==> src/rtl/regfile_sb.sv <==
// regfile_sb: parametrised register file with a per-register busy scoreboard.
// Two combinational read ports with same-cycle write bypass, one write port,
// plus a busy bit per register marking an outstanding producer (Reserve sets
// it, a write clears it, Flush clears all of them).
// Optional feature: define REGFILE_R0_ZERO_EN to hardwire register 0 to zero
// (never written, never busy, reads return 0 with no bypass).
module regfile_sb #(
  parameter int WIDTH  = 16,
  parameter int ADDR_W = 3
) (
  input  logic              clk,
  input  logic              reset,
  input  logic              RegWr,
  input  logic [ADDR_W-1:0] Rd,
  input  logic [WIDTH-1:0]  WBus,
  input  logic [ADDR_W-1:0] Rs1,
  input  logic [ADDR_W-1:0] Rs2,
  output logic [WIDTH-1:0]  Bus1,
  output logic [WIDTH-1:0]  Bus2,
  input  logic              Reserve,
  input  logic [ADDR_W-1:0] RdRes,
  input  logic              Flush,
  output logic              Busy1,
  output logic              Busy2,
  output logic              AnyBusy
);

  localparam int DEPTH = 2 ** ADDR_W;

`ifdef REGFILE_R0_ZERO_EN
  localparam bit R0_ZERO = 1'b1;
`else
  localparam bit R0_ZERO = 1'b0;
`endif

  logic [WIDTH-1:0] rf [DEPTH];
  logic [DEPTH-1:0] busy;
  logic [DEPTH-1:0] wr_dec;
  logic [DEPTH-1:0] res_dec;

  // Decode write and reserve strobes into one-hot per-register enables.
  always_comb begin
    // NOTE: every always_comb output gets a default first so no path can
    // leave it unassigned and infer a latch.
    wr_dec  = '0;
    res_dec = '0;
    for (int i = 0; i < DEPTH; i++) begin
      wr_dec[i]  = RegWr   && (Rd    == ADDR_W'(i));
      res_dec[i] = Reserve && (RdRes == ADDR_W'(i));
    end
`ifdef REGFILE_R0_ZERO_EN
    // Register 0 is a constant: it ignores both writes and reserves.
    wr_dec[0]  = 1'b0;
    res_dec[0] = 1'b0;
`endif
  end

  // Register storage: cleared by reset, one register written per edge.
  always_ff @(posedge clk or posedge reset) begin
    // NOTE: this array is reset on purpose (clean operands after reset are
    // required), so it maps to flops rather than a RAM macro.
    if (reset) begin
      for (int i = 0; i < DEPTH; i++) begin
        // NOTE: sequential state uses non-blocking assignments only, so every
        // flop samples pre-edge values regardless of block ordering.
        rf[i] <= '0;
      end
    end else begin
      for (int i = 0; i < DEPTH; i++) begin
        if (wr_dec[i]) begin
          rf[i] <= WBus;
        end
      end
    end
  end

  // Busy scoreboard: Flush beats Reserve, Reserve beats the write clear.
  always_ff @(posedge clk or posedge reset) begin
    if (reset) begin
      busy <= '0;
    end else if (Flush) begin
      busy <= '0;
    end else begin
      // A reserve of the register being written wins: the new producer
      // supersedes the one whose result is landing now.
      busy <= (busy & ~wr_dec) | res_dec;
    end
  end

  // Read port 1: zero while in reset, bypass an in-flight write, else storage.
  always_comb begin
    Bus1 = rf[Rs1];
    if (reset || (R0_ZERO && Rs1 == '0)) begin
      Bus1 = '0;
    end else if (wr_dec[Rs1]) begin
      Bus1 = WBus;
    end
  end

  // Read port 2: same rules as port 1.
  always_comb begin
    Bus2 = rf[Rs2];
    if (reset || (R0_ZERO && Rs2 == '0)) begin
      Bus2 = '0;
    end else if (wr_dec[Rs2]) begin
      Bus2 = WBus;
    end
  end

  // Effective hazard status: a write landing this cycle resolves it now,
  // while a reserve issued this cycle only shows up after the edge.
  always_comb begin
    Busy1   = busy[Rs1] && !wr_dec[Rs1];
    Busy2   = busy[Rs2] && !wr_dec[Rs2];
    AnyBusy = |busy;
  end

endmodule

==> config.mk <==
export PLATFORM = sky130hd
export DESIGN_NAME = regfile_sb
export DESIGN_NICKNAME = d
export VERILOG_FILES = /design/src/rtl/regfile_sb.sv
export SDC_FILE = /design/constraint.sdc
export NUM_CORES = 1
export LEC_CHECK = 0
export CAP_MARGIN = 20
export CORE_AREA = 2 2 85 169
export DETAILED_ROUTE_END_ITERATION = 8
export DIE_AREA = 0 0 87 171
export GPL_TIMING_DRIVEN = 0
export PLACE_DENSITY_LB_ADDON = 0.2
export SLEW_MARGIN = 30
export SYNTH_ARGS = -nofsm -noshare
export SYNTH_HDL_FRONTEND = slang
export SYNTH_SLANG_ARGS = --single-unit
==> constraint.sdc <==
create_clock -name clk -period 20.2 [get_ports clk]
set_input_delay 6.06 -clock clk [delete_from_list [all_inputs] [get_ports clk]]
set_output_delay 6.06 -clock clk [all_outputs]
set_load 0.01 [all_outputs]
==> metrics <==
outcome=complete, no violations; Pwr per Cell Area=approximately 98 nW/µm²; # setup viols final=0; CP arrival=8.99 ns; skew final=0 ns; Clk Tree Root Cell=clkbuf_16; DRC=0; Area Overhead vs Synth=15.6%; worst hold path class=flip-flop to flip-flop; Worst-Skew Late Latency=roughly 0.42 ns; first-pass GRT wire length=31500 µm; Synth cell types=32; startpoint types=primary input; cell area after placement=8640 µm²; synthesized net count=546; Setup Crit Path Kind=primary input to output port; die area=roughly 15000 µm²; grt ovf=0; largest net degree at the start of global routing=94; # IOs=68; worst-margin pin slew=0.984 ns; number of gates resized after CTS=0; cell area after layout=between 9000 and 10000 µm²; final core occ=0.677; Inserted Diodes=0; Tot Pwr=0.910 mW; initial drt markers=about 420; multi-input logic area=between 4000 and 5000 µm²; warnings from Yosys=0; clk sinks=136; DR vias/cell=7.03; Required @ worst endpoint=~14 ns; final cell count without fillers=743; Std-Cell Rows=61; DP Cell Count=between 700 and 800; Leak=about 4 nW; clk buf depth=2; Die Ht=around 170 µm; Hold Vio Cnt, Final=0; max cap viols=0; Fin Setup TNS=0 ns; fin crit period=roughly 15 ns; clock slew at reported path FFs=~0.06 ns; synthesized area per cell=about 16 µm²; vias in the first global route=~5300; vias post-DR=5225; 1st-pass router iterations=6; layout cell share with drive strength beyond 1=0.374; area occupied by registers=between 3000 and 4000 µm²; total CTS buffers=17; Peak Freq=between 0.06 and 0.07 GHz; Final Max Tran Viols=0; TritonCTS clock tree=yes; Detail Route Antenna Nets=0; placer congestion estimate=around 0.86; number of synthesized register bits=136; max_slew headroom=0.344; r2r setup slk=roughly 19 ns; Net count, final=slightly above 600; Post-CTS Setup Bufs=0; Max FO, Critical Path=93; Worst Setup End Kind=output port; Initial Util=0.585; final wirelength=~21000 µm; sequential area share after synthesis=0.426; Die W=slightly below 90 µm; post-DP HPWL=about 13000 µm; mapped cell area=between 7000 and 8000 µm²; Hold Buf Count CTS=0; fill cell count=961; worst vdd ir=0.0000694 V; crit share post-route=0.745; per-cell routed wire length=roughly 28 µm; global-route total usage across every layer=0.296; H-tree depth=4; RSZ-0062 raised after global routing=false; core area=around 14000 µm²; initial antenna violation count=0; Gate Count Post-Synth=slightly above 500; PortBufs=just over 40
-- state kept, by name, summed over array words and instances, names as in the netlist --
| register | flops |
|---|---|
| rf | 128 |
| busy | 8 |
-- placed cells by master, fill, tap and decap left out, drive strengths merged, types with 2 or more instances in the layout --
| cell | synthesis | layout |
|---|---|---|
| nor4 | 2 | 2 |
| bufinv | 0 | 3 |
| mux2 | 160 | 160 |
| nand2 | 9 | 9 |
| dfrtp | 136 | 136 |
| clkinvlp | 0 | 4 |
| nor2 | 5 | 5 |
| clkbuf | 9 | 27 |
| and2 | 2 | 2 |
| and3 | 4 | 4 |
| a32o | 2 | 2 |
| a32oi | 4 | 4 |
| clkinv | 0 | 2 |
| nand2b | 5 | 5 |
| inv | 1 | 5 |
| nor2b | 7 | 7 |
| xnor2 | 6 | 6 |
| nand4 | 2 | 2 |
| a21oi | 6 | 6 |
| a22o | 32 | 32 |
| clkdlybuf4s50 | 0 | 41 |
| buf | 47 | 48 |
| nand3 | 3 | 3 |
| mux4 | 68 | 68 |
-- worst max-delay path, stage by stage --
cell and delay (ns):
clkdlybuf4s50_1 0.57, inv_8 0.34, buf_16 0.39, and3_1 0.23, clkbuf_2 0.21, buf_2 0.37
a22o_1 0.25, clkdlybuf4s50_1 0.54
-- report_power, final --
| group | internal [mW] | total (mW) | switching [mW] |
|---|---|---|---|
| clock network | 0.198 | 0.324 | 0.125 |
| logic | 0.140 | 0.218 | 0.0780 |
| registers | 0.330 | 0.368 | 0.0383 |
-- routing by layer --
layer  routed length [µm]  GRT usage  part of all wire
met2                10600      0.478              0.51
met3                 1190     0.0478             0.057
met4                  774      0.129             0.037
met5                    0          0                 0
met1                 8170      0.394              0.39
-- final timing paths --
kind / startpoint / endpoint / depth (start not counted)
min reg2reg: rf[113]$_DFFE_PP0P_ / rf[113]$_DFFE_PP0P_ / 1
max in group asynchronous: reset / rf[65]$_DFFE_PP0P_ / 3
min in group asynchronous: reset / rf[39]$_DFFE_PP0P_ / 2
max: reset / Bus2[6] / 8
min: rf[113]$_DFFE_PP0P_ / rf[113]$_DFFE_PP0P_ / 1
max reg2reg: rf[38]$_DFFE_PP0P_ / rf[38]$_DFFE_PP0P_ / 1
-- per-stage QoR --
| step | worst slack (ns) | hold WS [ns] |
|---|---|---|
| final | 5.15 | 0.501 |
| after global routing | 4.92 | 0.526 |
| after CTS | 5.05 | 0.503 |
| after detailed placement | 5.08 | 0.488 |
| after global placement | 1.64 | 0.477 |
| after floorplan | 4.24 | 0.465 |
-- Yosys cell counts --
master | count | share of area
a21oi_2 | 1 | 0.0011
a32oi_1 | 4 | 0.0044
nand2b_1 | 5 | 0.0039
buf_2 | 13 | 0.0081
a22o_1 | 32 | 0.035
inv_1 | 1 | 0.00047
and2_1 | 2 | 0.0016
nor2_1 | 5 | 0.0023
dfrtp_1 | 136 | 0.43
nand2_1 | 9 | 0.0042
nand3_1 | 2 | 0.0013
mux4_1 | 68 | 0.22
xnor2_1 | 6 | 0.0066
nand3_2 | 1 | 0.0013
nand4_2 | 1 | 0.0016
mux2_1 | 10 | 0.014
a21oi_1 | 5 | 0.0031
and3_1 | 4 | 0.0031
nor2b_2 | 1 | 0.0011
buf_6 | 10 | 0.014
and2b_1 | 1 | 0.00094
nor3_2 | 1 | 0.0013
nor3b_4 | 1 | 0.0023
nand4_1 | 1 | 0.00078
buf_1 | 19 | 0.0089
buf_4 | 5 | 0.0047
nor2b_1 | 6 | 0.0047
clkbuf_1 | 7 | 0.0033
mux2_2 | 150 | 0.21
a32o_1 | 2 | 0.0025
clkbuf_2 | 2 | 0.0013
nor4_1 | 2 | 0.0016
-- cells by family (layout without fill, tap and decap cells) --
family / after synthesis / count (layout) / synth area share
AO/OA/AOI/OAI: 44 / 44 / 0.0462
XOR/XNOR: 6 / 6 / 0.00657
buffers and inverters: 57 / 130 / 0.0408
flip-flops: 136 / 136 / 0.426
multiplexers: 228 / 228 / 0.449
AND/OR/NAND/NOR: 42 / 42 / 0.0319
-- layout make-up --
| type | instances | share of cell area |
|---|---|---|
| plain buffers | 56 | 0.0349 |
| inverters | 1 | 0.00122 |
| multi-input cells | 320 | 0.461 |
| flip-flops and latches | 136 | 0.368 |
| repair buffers | 42 | 0.0474 |
| clock inverters | 13 | 0.0183 |
| clock buffers | 18 | 0.0475 |
| well taps | 157 | 0.0212 |
Power figures use the tool's default switching activity.
